File: src/rtl/line_frame_sequencer_if.sv
// Raster timing bundle between a frame controller and the line/frame sequencer.
// The controller (master) drives the enable/request inputs; the sequencer
// (slave) drives the pixel coordinates and the timing strobes.
interface line_frame_sequencer_if #(
    parameter int XW = 5,
    parameter int YW = 5
);
    logic          enb;
    logic          start;
    logic          continuous;
    logic [XW-1:0] pix_x;
    logic [YW-1:0] pix_y;
    logic          pix_valid;
    logic          new_line;
    logic          end_frame;
    logic          busy;

    modport master (
        output enb, start, continuous,
        input  pix_x, pix_y, pix_valid, new_line, end_frame, busy
    );

    modport slave (
        input  enb, start, continuous,
        output pix_x, pix_y, pix_valid, new_line, end_frame, busy
    );
endinterface

File: src/rtl/line_frame_sequencer.sv
// Raster timing source: walks PIX_PER_LINE active pixels plus HBLANK blank
// cycles per line for LINES_PER_FRAME lines, then VBLANK blank cycles.
// Every output is a flop loaded from the next-state logic, so downstream
// pattern generators see glitch-free coordinates and strobes.
module line_frame_sequencer #(
    parameter int PIX_PER_LINE    = 32,
    parameter int HBLANK          = 4,
    parameter int LINES_PER_FRAME = 24,
    parameter int VBLANK          = 2,
    parameter int XW              = 5,
    parameter int YW              = 5
) (
    input logic                   clk,
    input logic                   rst_n,
    line_frame_sequencer_if.slave bus
);

    localparam int HW = (HBLANK > 1) ? $clog2(HBLANK) : 1;
    localparam int VW = (VBLANK > 1) ? $clog2(VBLANK) : 1;

    localparam logic [XW-1:0] X_LAST = XW'(PIX_PER_LINE - 1);
    localparam logic [YW-1:0] Y_LAST = YW'(LINES_PER_FRAME - 1);
    localparam logic [HW-1:0] H_LAST = HW'(HBLANK - 1);
    localparam logic [VW-1:0] V_LAST = VW'(VBLANK - 1);

    // Counter widths must hold every coordinate without wrapping.
    if (PIX_PER_LINE < 2 || PIX_PER_LINE > 2 ** XW) begin : g_bad_x
        $error("PIX_PER_LINE must be in 2..2**XW");
    end
    if (LINES_PER_FRAME < 2 || LINES_PER_FRAME > 2 ** YW) begin : g_bad_y
        $error("LINES_PER_FRAME must be in 2..2**YW");
    end
    if (HBLANK < 1 || VBLANK < 1) begin : g_bad_blank
        $error("HBLANK and VBLANK must be at least 1");
    end

    typedef enum logic [1:0] {
        S_IDLE,
        S_ACTIVE,
        S_HBLANK,
        S_VBLANK
    } state_e;

    state_e        state_q,     state_d;
    logic [XW-1:0] xcnt_q,      xcnt_d;
    logic [YW-1:0] ycnt_q,      ycnt_d;
    logic [HW-1:0] hcnt_q,      hcnt_d;
    logic [VW-1:0] vcnt_q,      vcnt_d;
    logic          pix_valid_q, pix_valid_d;
    logic          new_line_q,  new_line_d;
    logic          end_frame_q, end_frame_d;
    logic          busy_q,      busy_d;

    // Next-state, next-counter and next-output decode; enb low overrides everything.
    always_comb begin
        // NOTE: every signal gets a default before the case so no path leaves it
        // unassigned; otherwise synthesis infers a latch.
        state_d = state_q;
        xcnt_d  = xcnt_q;
        ycnt_d  = ycnt_q;
        hcnt_d  = '0;
        vcnt_d  = '0;

        if (!bus.enb) begin
            state_d = S_IDLE;
            xcnt_d  = '0;
            ycnt_d  = '0;
        end else begin
            case (state_q)
                S_IDLE: begin
                    if (bus.start) begin
                        state_d = S_ACTIVE;
                        xcnt_d  = '0;
                        ycnt_d  = '0;
                    end
                end
                S_ACTIVE: begin
                    if (xcnt_q == X_LAST) begin
                        state_d = S_HBLANK;
                        xcnt_d  = '0;
                    end else begin
                        xcnt_d = xcnt_q + 1'b1;
                    end
                end
                S_HBLANK: begin
                    if (hcnt_q == H_LAST) begin
                        if (ycnt_q < Y_LAST) begin
                            state_d = S_ACTIVE;
                            ycnt_d  = ycnt_q + 1'b1;
                        end else begin
                            state_d = S_VBLANK;
                            ycnt_d  = '0;
                        end
                    end else begin
                        hcnt_d = hcnt_q + 1'b1;
                    end
                end
                S_VBLANK: begin
                    if (vcnt_q == V_LAST) begin
                        if (bus.continuous) begin
                            state_d = S_ACTIVE;
                            xcnt_d  = '0;
                            ycnt_d  = '0;
                        end else begin
                            state_d = S_IDLE;
                        end
                    end else begin
                        vcnt_d = vcnt_q + 1'b1;
                    end
                end
                default: state_d = S_IDLE;
            endcase
        end

        // Strobes mark the final cycle of each blanking interval, looking at
        // where the counters will be next cycle so the outputs stay registered.
        pix_valid_d = (state_d == S_ACTIVE);
        busy_d      = (state_d != S_IDLE);
        new_line_d  = (state_d == S_HBLANK) && (hcnt_d == H_LAST);
        end_frame_d = (state_d == S_VBLANK) && (vcnt_d == V_LAST);
    end

    // State, counter and output registers with asynchronous clear.
    always_ff @(posedge clk or negedge rst_n) begin
        // NOTE: the reset is in the sensitivity list so outputs clear the
        // moment rst_n falls, not at the next clock edge.
        if (!rst_n) begin
            state_q     <= S_IDLE;
            xcnt_q      <= '0;
            ycnt_q      <= '0;
            hcnt_q      <= '0;
            vcnt_q      <= '0;
            pix_valid_q <= 1'b0;
            new_line_q  <= 1'b0;
            end_frame_q <= 1'b0;
            busy_q      <= 1'b0;
        end else begin
            // NOTE: non-blocking so every flop samples the pre-edge values.
            state_q     <= state_d;
            xcnt_q      <= xcnt_d;
            ycnt_q      <= ycnt_d;
            hcnt_q      <= hcnt_d;
            vcnt_q      <= vcnt_d;
            pix_valid_q <= pix_valid_d;
            new_line_q  <= new_line_d;
            end_frame_q <= end_frame_d;
            busy_q      <= busy_d;
        end
    end

    assign bus.pix_x     = xcnt_q;
    assign bus.pix_y     = ycnt_q;
    assign bus.pix_valid = pix_valid_q;
    assign bus.new_line  = new_line_q;
    assign bus.end_frame = end_frame_q;
    assign bus.busy      = busy_q;

endmodule

File: src/flat_wrapper.sv
// flat-port wrapper written by rule: the top's interface ports become plain ports
module line_frame_sequencer_flat 
#(
    parameter int PIX_PER_LINE    = 32,
    parameter int HBLANK          = 4,
    parameter int LINES_PER_FRAME = 24,
    parameter int VBLANK          = 2,
    parameter int XW              = 5,
    parameter int YW              = 5
)
  (clk, rst_n, bus_enb, bus_start, bus_continuous, bus_pix_x, bus_pix_y, bus_pix_valid, bus_new_line, bus_end_frame, bus_busy);
  line_frame_sequencer_if #(.XW(XW), .YW(YW)) bus_i ();
  input logic clk;
  input logic rst_n;
  input wire logic [$bits(bus_i.enb)-1:0] bus_enb;
  input wire logic [$bits(bus_i.start)-1:0] bus_start;
  input wire logic [$bits(bus_i.continuous)-1:0] bus_continuous;
  output wire logic [$bits(bus_i.pix_x)-1:0] bus_pix_x;
  output wire logic [$bits(bus_i.pix_y)-1:0] bus_pix_y;
  output wire logic [$bits(bus_i.pix_valid)-1:0] bus_pix_valid;
  output wire logic [$bits(bus_i.new_line)-1:0] bus_new_line;
  output wire logic [$bits(bus_i.end_frame)-1:0] bus_end_frame;
  output wire logic [$bits(bus_i.busy)-1:0] bus_busy;
  assign bus_i.enb = bus_enb;
  assign bus_i.start = bus_start;
  assign bus_i.continuous = bus_continuous;
  assign bus_pix_x = bus_i.pix_x;
  assign bus_pix_y = bus_i.pix_y;
  assign bus_pix_valid = bus_i.pix_valid;
  assign bus_new_line = bus_i.new_line;
  assign bus_end_frame = bus_i.end_frame;
  assign bus_busy = bus_i.busy;
  line_frame_sequencer #(.PIX_PER_LINE(PIX_PER_LINE), .HBLANK(HBLANK), .LINES_PER_FRAME(LINES_PER_FRAME), .VBLANK(VBLANK), .XW(XW), .YW(YW)) u_core (.clk(clk), .rst_n(rst_n), .bus(bus_i));
endmodule
File: config.mk
export PLATFORM = sky130hd
export DESIGN_NAME = line_frame_sequencer_flat
export DESIGN_NICKNAME = d
export VERILOG_FILES = /design/src/rtl/line_frame_sequencer_if.sv /design/src/rtl/line_frame_sequencer.sv /design/src/flat_wrapper.sv
export SDC_FILE = /design/constraint.sdc
export NUM_CORES = 1
export LEC_CHECK = 0
export ABC_AREA = 0
export CAP_MARGIN = 20
export CORE_UTILIZATION = 48
export CTS_BUF_LIST = sky130_fd_sc_hd__clkbuf_4
export DETAILED_ROUTE_END_ITERATION = 6
export PLACE_DENSITY = 0.77
export SLEW_MARGIN = 5
export SYNTH_ARGS = -nofsm -noshare
export SYNTH_HDL_FRONTEND = slang
export SYNTH_SLANG_ARGS = --single-unit
File: constraint.sdc
create_clock -name clk -period 1.7 [get_ports clk]
set_input_delay 0.34 -clock clk [delete_from_list [all_inputs] [get_ports clk]]
set_output_delay 0.34 -clock clk [all_outputs]
set_load 0.01 [all_outputs]
* Yosys cells after proc, flatten, opt, wreduce, memory -nomap -nowiden
Index checks and enable logic that the tools add are counted.
** Operators by class
- Add/sub/neg operators :: 4
- Magnitude comparators :: 1
- Equal/unequal tests :: 15
- Muxes and demuxes :: 24
- Reductions and logical operators :: 6
** Operators by type and width (number)
- 2-to-1 mux 5 bit :: 8
- case mux 5 bit (3 select lines) :: 2
- 2-to-1 mux 2 bit :: 9
- equality test 2 bit (second input constant) :: 6
- adder 5 x 1 -> 5 bit (second input constant) :: 2
- inequality test 4 x 1 -> 1 bit (second input constant) :: 2
- case mux 2 bit (4 select lines) :: 1
- inequality test 3 x 2 -> 1 bit (second input constant) :: 2
- inequality test 3 bit (second input constant) :: 2
- equality test 5 bit (second input constant) :: 1
- less-than comparator 5 bit (second input constant) :: 1
- AND reduction 5 bit :: 1
- equality test 2 x 1 -> 1 bit (second input constant) :: 2
- 2-to-1 mux 1 bit :: 4
- AND reduction 4 bit :: 1
- adder 2 x 1 -> 2 bit (second input constant) :: 1
- logical AND 1 bit :: 2
- zero test 2 bit :: 1
- nonzero test 2 bit :: 1
- adder 1 bit (second input constant) :: 1
** Word-level totals
- Bits in registers :: 19
- Input bits :: 5
- Output and inout bits :: 14
- Logic and storage cells :: 59

* Longest topological paths before layout
Gate-level depths: netlist of the first run.
- Depth in word-level cells :: 7
- Mapped depth :: 8
- Depth with buffers taken out :: 8

* Worst setup path after synthesis of the first run
OpenSTA, ideal clock, no wires.
- Path type :: reg-to-reg
- From :: register u_core.xcnt_q[0], in the netlist u_core.bus.pix_x[0]
- To :: register u_core.pix_valid_q, in the netlist u_core.bus.pix_valid
- Setup time :: 0.066 ns
- Arrival time :: 1.782 ns
- Data required time :: 1.634 ns
- Setup slack :: -0.149 ns
- Stages on the path, launching flop included :: 8
- Buffers on the path :: 0
- Clock period less this slack :: 1.849 ns
- Cell sequence :: dfrtp_1 -> ha_1 -> and3_1 -> ha_1 -> a211oi_1 -> a21oi_1 -> o311ai_4 -> and2_1
** On the way
- Longest elaborated chain between the ends :: 5
** RTL lines
- from (decl) :: RTL line line_frame_sequencer.sv:45 : logic [XW-1:0] xcnt_q, xcnt_d;
- from (signal assigned) :: RTL line line_frame_sequencer.sv:140 : xcnt_q <= xcnt_d;
- equality test 5 bit :: RTL line line_frame_sequencer.sv:78 : if (xcnt_q == X_LAST) begin
- 2-to-1 mux 2 bit :: RTL line line_frame_sequencer.sv:78
- case mux 2 bit (4 select lines) :: RTL line line_frame_sequencer.sv:69 : case (state_q)
- 2-to-1 mux 2 bit :: RTL line line_frame_sequencer.sv:64 : if (!bus.enb) begin
- equality test 2 x 1 -> 1 bit :: RTL line line_frame_sequencer.sv:117 : pix_valid_d = (state_d == S_ACTIVE);
- via u_core.pix_valid_d :: RTL line line_frame_sequencer.sv:49 : logic pix_valid_q, pix_valid_d;
- to (signal assigned) :: RTL line line_frame_sequencer.sv:144 : pix_valid_q <= pix_valid_d;
- to (decl) :: RTL line line_frame_sequencer.sv:49
The timed path passes the listed nets, and every way through them passes these cells.
A chain may end at the register's enable or synchronous reset.

* Final worst setup path of the first run
- From :: register u_core.xcnt_q[1], in the netlist u_core.bus.pix_x[1]
- To :: register u_core.pix_valid_q, in the netlist u_core.bus.pix_valid
Same word-level chain as after synthesis.

==> impl_summary.md, run 1 <==
CTS
In this run the number of H-tree levels came out at 1. The source-to-sink clock delay at the later pin of the worst-skew pair is 0.29 ns. After clock tree synthesis, the clock-pin slew on the worst setup and hold paths is approximately 0.11 ns. In this run the deepest clock path goes through 2 buffers. The clock tree from TritonCTS is built. The number of buffers added by the clock tree synthesis step is 3. After clock tree synthesis, the flow added hold-fix buffers numbering 0. The clock sink count is 19. The cell at the root of the clock tree is clkbuf_4.

Outcome
The final reports fail on setup timing. The run finished, with violations left.

Detailed routing
The first-pass iteration count of the detailed router is 4. The DRC violation count after routing is 0. The vias per cell is 5.51. The final antenna-violating net count is 0. After the first detailed-routing iteration, the DRC count stood at 19. The detailed router placed between 900 and 1000 vias in this run. The overall routed net length is around 2700 um.

The average routed wire per standard cell is 15.8 um.

Timing
Setup repair after global routing could not meet its margin everywhere. The final-report setup violation count is 9. For this run, the top clock speed supported by timing is about 0.55 GHz. The number of max-slew violations in the final report is 0.

Across the routed clock network, the largest skew measured is 0.00176 ns. Setup slack on the critical path of the routed design comes to -0.132 ns. Measured against its own limit, the worst slew margin works out to 0.766. The share of the cycle needed by the critical path after routing is 1.08.

Across all hold checks on the routed design, the worst slack comes to about 0.37 ns. For the pin with the worst max-slew slack, the measured transition is 0.350 ns. The clock period minus worst slack is roughly 1.8 ns. The number of hold violations in the final report is 0.

Critical path
The endpoint required time on the critical path is roughly 1.9 ns. In this design, the largest share of critical-path delay is due to compound AO/OA/AOI/OAI gates. The category of the worst setup path launch point is a flip-flop.

The signal on the critical path passes through ha_2 > and3_4 > ha_4 > a211oi_4 > a21oi_2 > o311ai_4 > and2_4. The cell at the slowest stage of the critical path is dfrtp_1. The worst setup path is of the flip-flop to flip-flop kind. The biggest cell delay along the critical path is 0.40 ns. Data on the critical path arrives at its endpoint at about 2.1 ns.

STA classifies the critical path endpoint as a flip-flop. The combined buffer and inverter count along the critical path is 0. Of all nets on the critical path, the largest fanout is 5.

Synth
The fraction of the yosys area taken by sequential cells is 0.445. The register bit total from synthesis is 19. By area the synthesized netlist is led by dfrtp_1 (45%), ha_1 (9.4%), and2_1 (2.9%), nand2b_1 (2.9%), o21ai_0 (2.8%).

The count of mapped cells out of synthesis is just over 100. The synthesized design spends more area on one cell type than any other, namely dfrtp_1. The number of unique standard cell types used by synthesis is 36. The share of synthesized area in the top cell type comes to 0.445. After synthesis the cells add up to between 1000 and 1500 sq um.

The mean instance size in the synthesized netlist is ~10 sq um. The Yosys step of the flow raised 0 warnings. The number of nets produced by synthesis is about 120.

Power
Summed over all cells, the static leakage comes to around 0.69 nW. The power spent charging and discharging nets is a little under 800 uW. Of the total power, the share spent switching nets is 0.395.

Across the VDD grid, the largest voltage drop is between 0.7 and 0.8 mV. The register share of total power is 0.297. The internal portion of the total power is between 1 and 1.5 mW. The clock power share is 0.122. The part of the power in combinational logic is 0.581. The power per cell area is around 1300 nW/um^2. The total design power is ~2.0 mW.

Global route
Global routing finished with a remaining overflow of 0. The via count of the first global-routing pass was 951. The largest net degree at the start of global routing is 20. For this run, the total global-route usage over all layers was measured as 0.235. The initial antenna violation count is 0.

The wire length of the first global-routing pass is ~4300 um.

Layout
Once layout is done, the placed cells without fillers occupy between 1500 and 2000 sq um. The library cell used most frequently in the layout, excluding fill and tap cells, is buf_4. The filler cells instantiated in the layout total ~150.

Across the whole layout, storage elements account for between 400 and 500 sq um. The final-stage net count is between 150 and 200. The multi-input combinational cells in the finished layout cover a total of approximately 650 sq um. The number of diodes is 0.

Of the cells placed in the final design, the portion with a size suffix greater than 1 is 0.366. In the layout the commonest cells are buf_4 (18), clkdlybuf4s50_1 (16), dfrtp_1 (15). The area growth from synthesis to layout is 45.6%.

Flow run
The number of max-cap violations is 0.

Die
The die extent in x is around 49 um. The region available for standard cell placement spans 2020 sq um. The number of standard-cell rows in the floorplan is 16. The starting density of the core is 0.528. The top-level I/O count is 19.

The die covers roughly 2400 sq um. The height of the chip is a little under 50 um.

Placement
The detailed-placement wirelength estimate is around 1800 um. The congestion estimate from routability-driven global placement came to 0.876. Once placement finished, the instance area stood at approximately 1400 sq um. The count of buffers added on input and output ports is 18.

Hold path
The type of the most critical hold path is primary input to asynchronous set/reset pin.
## power by group through the flow
stage               Sequential, mW  Combinational [mW]  Clock, mW
global placement             0.584               0.875          0
floorplan                    0.601               0.526          0
detailed placement           0.590               0.902          0
CTS                          0.578                1.02      0.246
global route                 0.604                1.25      0.277
finish                       0.594                1.16      0.244
## logic make-up after synthesis
logic type,Yosys count,synth area share
AND/OR/NAND/NOR,36,0.196
AO/OA/AOI/OAI,28,0.210
flip-flops,19,0.445
buffers and inverters,10,0.0363
adder cells (fa/ha/maj),8,0.0938
multiplexers,2,0.0188
## routing by layer
layer | GRT usage | vias up | wire length (um)
met1 | 0.299 | 458 | 1160
met5 | 0 | - | 0
met4 | 0.103 | 0 | 22
met2 | 0.390 | 22 | 1400
met3 | 0.0374 | 4 | 100
li1 | - | 447 | -
## layout make-up
cell class | instances | area share
inverter | 8 | 0.0193
timing repair buffer | 37 | 0.211
clock buffer | 4 | 0.0193
sequential | 19 | 0.309
tap | 27 | 0.0217
multi-input combinational | 74 | 0.419
## sequential cells by signal (all words and copies together), names as in the netlist
register,flops
u_core.bus.pix_x,5
u_core.bus.pix_y,5
u_core.hcnt_q,2
u_core.state_q,2
u_core.bus.busy,1
u_core.bus.end_frame,1
u_core.bus.new_line,1
u_core.bus.pix_valid,1
u_core.vcnt_q,1
## cell usage after synthesis (all sizes together)
library cell	instances
dfrtp	19
a21bo	1
a211oi	1
nand4	3
o31ai	1
nand2	4
mux2i	2
a21o	2
nor3	4
a31oi	3
or2	1
o21ai	8
o22ai	1
a21oi	3
and3	5
nand3	2
buf	1
a21boi	1
and2	5
inv	8
o32ai	1
nor2	3
clkbuf	1
o2bb2ai	3
o211ai	1
o311ai	1
nand2b	5
nand3b	1
a31o	1
ha	8
nor2b	3
## final timing paths
| kind | from | end | slack (ns) | cells past startpoint |
|---|---|---|---|---|
| setup / recovery | u_core.bus.pix_x[1] | u_core.bus.pix_valid | -0.13 | 7 |
| hold / removal | rst_n | u_core.bus.pix_valid | 0.37 | 2 |
| setup reg to reg | u_core.bus.pix_x[1] | u_core.bus.pix_valid | -0.13 | 7 |
| hold reg to reg | u_core.hcnt_q[0] | u_core.hcnt_q[0] | 0.46 | 1 |
| max in group asynchronous | rst_n | u_core.bus.pix_y[1] | 1.11 | 2 |
| min in group clk | u_core.hcnt_q[0] | u_core.hcnt_q[0] | 0.46 | 1 |
## through the flow
stage | worst slack (ns) | std cells | util | setup TNS (ns)
floorplan | -0.0573 | 103 | - | -0.162
global placement | -0.0224 | 161 | 0.699 | -0.0243
detailed placement | -0.0758 | 161 | 0.699 | -0.332
CTS | -0.0826 | 169 | 0.738 | -0.307
global route | -0.189 | 169 | 0.769 | -1.45
finish | -0.132 | 169 | 0.769 | -0.530
## what timing repair did
item | 4_1_cts | 5_1_grt
setup buffers | 4 | 0
pin swaps | 6 | 5
endpoints found under the setup margin | 8 | 20
gates resized for setup | 6 | 18
Note: power is estimated with default switching activity, not from simulation.
==> inputs of run 2 (changes only) <==
- GPL_ROUTABILITY_DRIVEN: default -> 0
==> results of run 2 <==
Same layout as run 1: the final DEF is identical, and so are final timing and power.
==> inputs of run 3 (changes only) <==
- CORE_UTILIZATION: 48 -> 53
- HOLD_SLACK_MARGIN: default -> 0.03
- PLACE_DENSITY: 0.77 -> 0.8
- clock period: 1.7 -> 1.8 ns (I/O delays scaled with it)
==> run 3 against run 2 <==
Compared with the run above: the flow still finishes with violations (setup timing); final cell count is 6.5% lower; combinational power shrank 27%; die area down 9.1%; sequential cell count unchanged; global-route usage decreased by 1.2 points; setup slack better by 0.10 ns; fmax rose by 0.13%; worst hold slack better by 0.0012 ns; non-clock buffer count fell by 9; via count is 3.5% lower; first-iteration DRC count down 63%; wire length decreased by 12%; critical path type unchanged.
==> impl_summary.md, run 3 (synthesis gave the netlist of run 1 again) <==
Timing
The total negative setup slack is -0.0298 ns (+0.501 ns). The worst-case setup margin in the final layout is -0.0298 ns (+0.102 ns). The clock period minus worst slack is 1.83 ns (-0.00242 ns).

The share of the cycle needed by the critical path after routing came to 1.02 (-0.0612). The number of max-slew violations in the final report is 0 (unchanged). The post-route clock skew came to 0.00846 ns (+0.00670 ns). The worst-case headroom to the max-slew limit is 0.773 (+0.00731). The transition time of the tightest slew-check pin is 0.337 ns (-0.0127 ns). The number of hold violations in the final report is 0 (unchanged). The final-report setup violation count is 1 (-8).

The upper clock frequency limit is 0.547 GHz (+0.13%). Setup repair after global routing could not meet its margin everywhere.

Layout
The number of inserted filler cells in the final layout is 113 (-22%). The number of diodes is 0 (unchanged). The library cells used most frequently in the layout, excluding fill and tap cells, are clkdlybuf4s50_1 (17), dfrtp_1 (17), buf_4 (10). The share of cells above drive strength 1 came to 0.271 (-0.0955). The post-route standard cell area excluding fillers is 1440 sq um (-7.2%). The final-stage net count is 147 (-5.8%).

The area growth from synthesis to layout is 35.1%.

Die
The core region area is 1800 sq um (-11%). The height of the chip was 46.9 um (-4.6%). The number of standard-cell rows in the floorplan is 15 (-1). The die area is 2200 sq um (-9.1%).

The top-level I/O count is 19 (unchanged). The die extent in x is 46.9 um (-4.6%). The starting density of the core is 0.592 (+0.0645).

Detailed routing
The DRC violation count after routing is 0 (unchanged). The overall routed net length is 2350 um (-12%). The vias per cell is 5.68 (+3.2%). The average routed wire per standard cell is 14.9 um (-6.2%). The number of violations reported at the end of detailed-routing iteration 0 was 7 (-12). The final antenna-violating net count is 0 (unchanged). The vias after detailed routing is 898 (-3.5%). The first-pass iteration count of the detailed router is 6 (+2).

CTS
The clock sink count is 19 (unchanged). The source-to-sink clock delay at the later pin of the worst-skew pair is 0.30 ns (about the same). The total of hold buffers inserted after clock tree synthesis came to 0 (unchanged).

TritonCTS built the clock tree. The buffer levels on the longest clock path is 2 (unchanged). The clock transition at the register clock pins on the worst setup and hold paths after CTS is 0.11 ns (about the same). The H-tree depth came to 1 (unchanged). The number of buffers added by the clock tree synthesis step is 3 (unchanged).

The cell at the root of the clock tree is clkbuf_4.

Placement
The total placed instance area came to 1300 sq um (-7.9%). The number of buffers added on ports was 18 (unchanged). The detailed-placement wirelength estimate is 1550 um (-14%).

Power
The total design power is 1.63 mW (-19%). The power per cell area is 1130 nW/um^2 (-12%). The largest vdd supply drop is 0.810 mV (+8.1%). The cell leakage power is 0.648 nW (-6.2%).

Critical path
The origin of the critical flop-to-flop path is u_core.bus.pix_x[0]. The top fanout value on the critical path came to 5 (unchanged). The type of the setup path with the least slack is flip-flop to flip-flop. The capturing element of the worst setup path is u_core.bus.pix_valid. The reg-to-reg critical path endpoint is u_core.bus.pix_valid.

The endpoint required time on the critical path is 2.04 ns (+0.10 ns). The type of element capturing the critical path is a flip-flop. The reg-to-reg setup timing slack is -0.03 ns (+0.10 ns). The cell count of the worst reg-to-reg path is 7 (unchanged).

The critical path launch point is u_core.bus.pix_x[0]. The arrival time reported for the critical path endpoint is 2.07 ns (about the same). The worst setup path is launched from a flip-flop.

Outcome
The run finished, with violations left. The checks that failed: setup timing.

Global route
The largest net degree at the start of global routing came to 20 (unchanged). The via count of the first global-routing pass is 803 (-16%). The wire length of the first global-routing pass is 3420 um (-20%). The initial antenna violation count is 0 (unchanged). The total routing resource utilization after global routing is 0.223 (-0.0120).

The sum of overflow across all layers after global routing is 0 (unchanged).

Hold path
The type of the most critical hold path is primary input to asynchronous set/reset pin.

Flow run
The number of max-cap violations came to 0 (unchanged).
run 3: how the worst min path moves through the flow:
stage / endpoint / slack [ns] / cells past startpoint
2_1_floorplan: u_core.bus.busy / 0.06 / 0
3_3_place_gp: u_core.hcnt_q[0] / 0.44 / 1
3_5_place_dp: u_core.hcnt_q[0] / 0.46 / 1
4_1_cts: u_core.bus.pix_x[4] / 0.38 / 2
5_1_grt: u_core.bus.pix_x[4] / 0.40 / 2
6_report: u_core.bus.pix_x[4] / 0.37 / 2
run 3: area by class of cell:
class                   instances  area [sq um]  area share
clock buffers                   3          22.5      0.0156
clock inverters                 1          5.00     0.00347
inverters                       8          30.0      0.0208
multi-input cells              74           617       0.428
flip-flops and latches         19           478       0.332
well taps                      25          31.3      0.0217
repair buffers                 28           258       0.179
run 3: power by group:
group | leakage (nW) | internal, mW | switching (mW)
registers | 0.258 | 0.495 | 0.0654
logic | 0.372 | 0.398 | 0.451
clock network | 0.0177 | 0.0829 | 0.134
total | 0.648 | 0.976 | 0.651
run 3: worst max-delay path, stage by stage (launching register included):
cell	delay [ns]
dfrtp_1	0.41
ha_2	0.19
and3_4	0.18
ha_4	0.16
a211oi_2	0.21
a21oi_2	0.07
o311ai_4	0.36
and2_1	0.18
run 3: what timing repair did:
item,in CTS,in global routing
cloned,0,0
pin swaps,5,8
setup endpoints to repair,5,15
setup buffers,3,3
gates resized for setup,6,12
run 3: routing by layer:
metal | wire length (um) | part of all wire | global-route usage
met3 | 53 | 0.023 | 0.0231
met4 | 78 | 0.033 | 0.0857
met1 | 1030 | 0.44 | 0.283
met2 | 1180 | 0.50 | 0.389
met5 | 0 | 0 | 0
run 3: through the flow:
stage	setup WS [ns]	utilization	cells	hold slack (ns)
after floorplan	0.000325	-	103	0.0644
final	-0.0298	0.800	158	0.371
after detailed placement	-0.0706	0.723	148	0.456
after global routing	-0.0913	0.800	158	0.396
after CTS	-0.0437	0.766	155	0.376
after global placement	0.0209	0.723	148	0.438
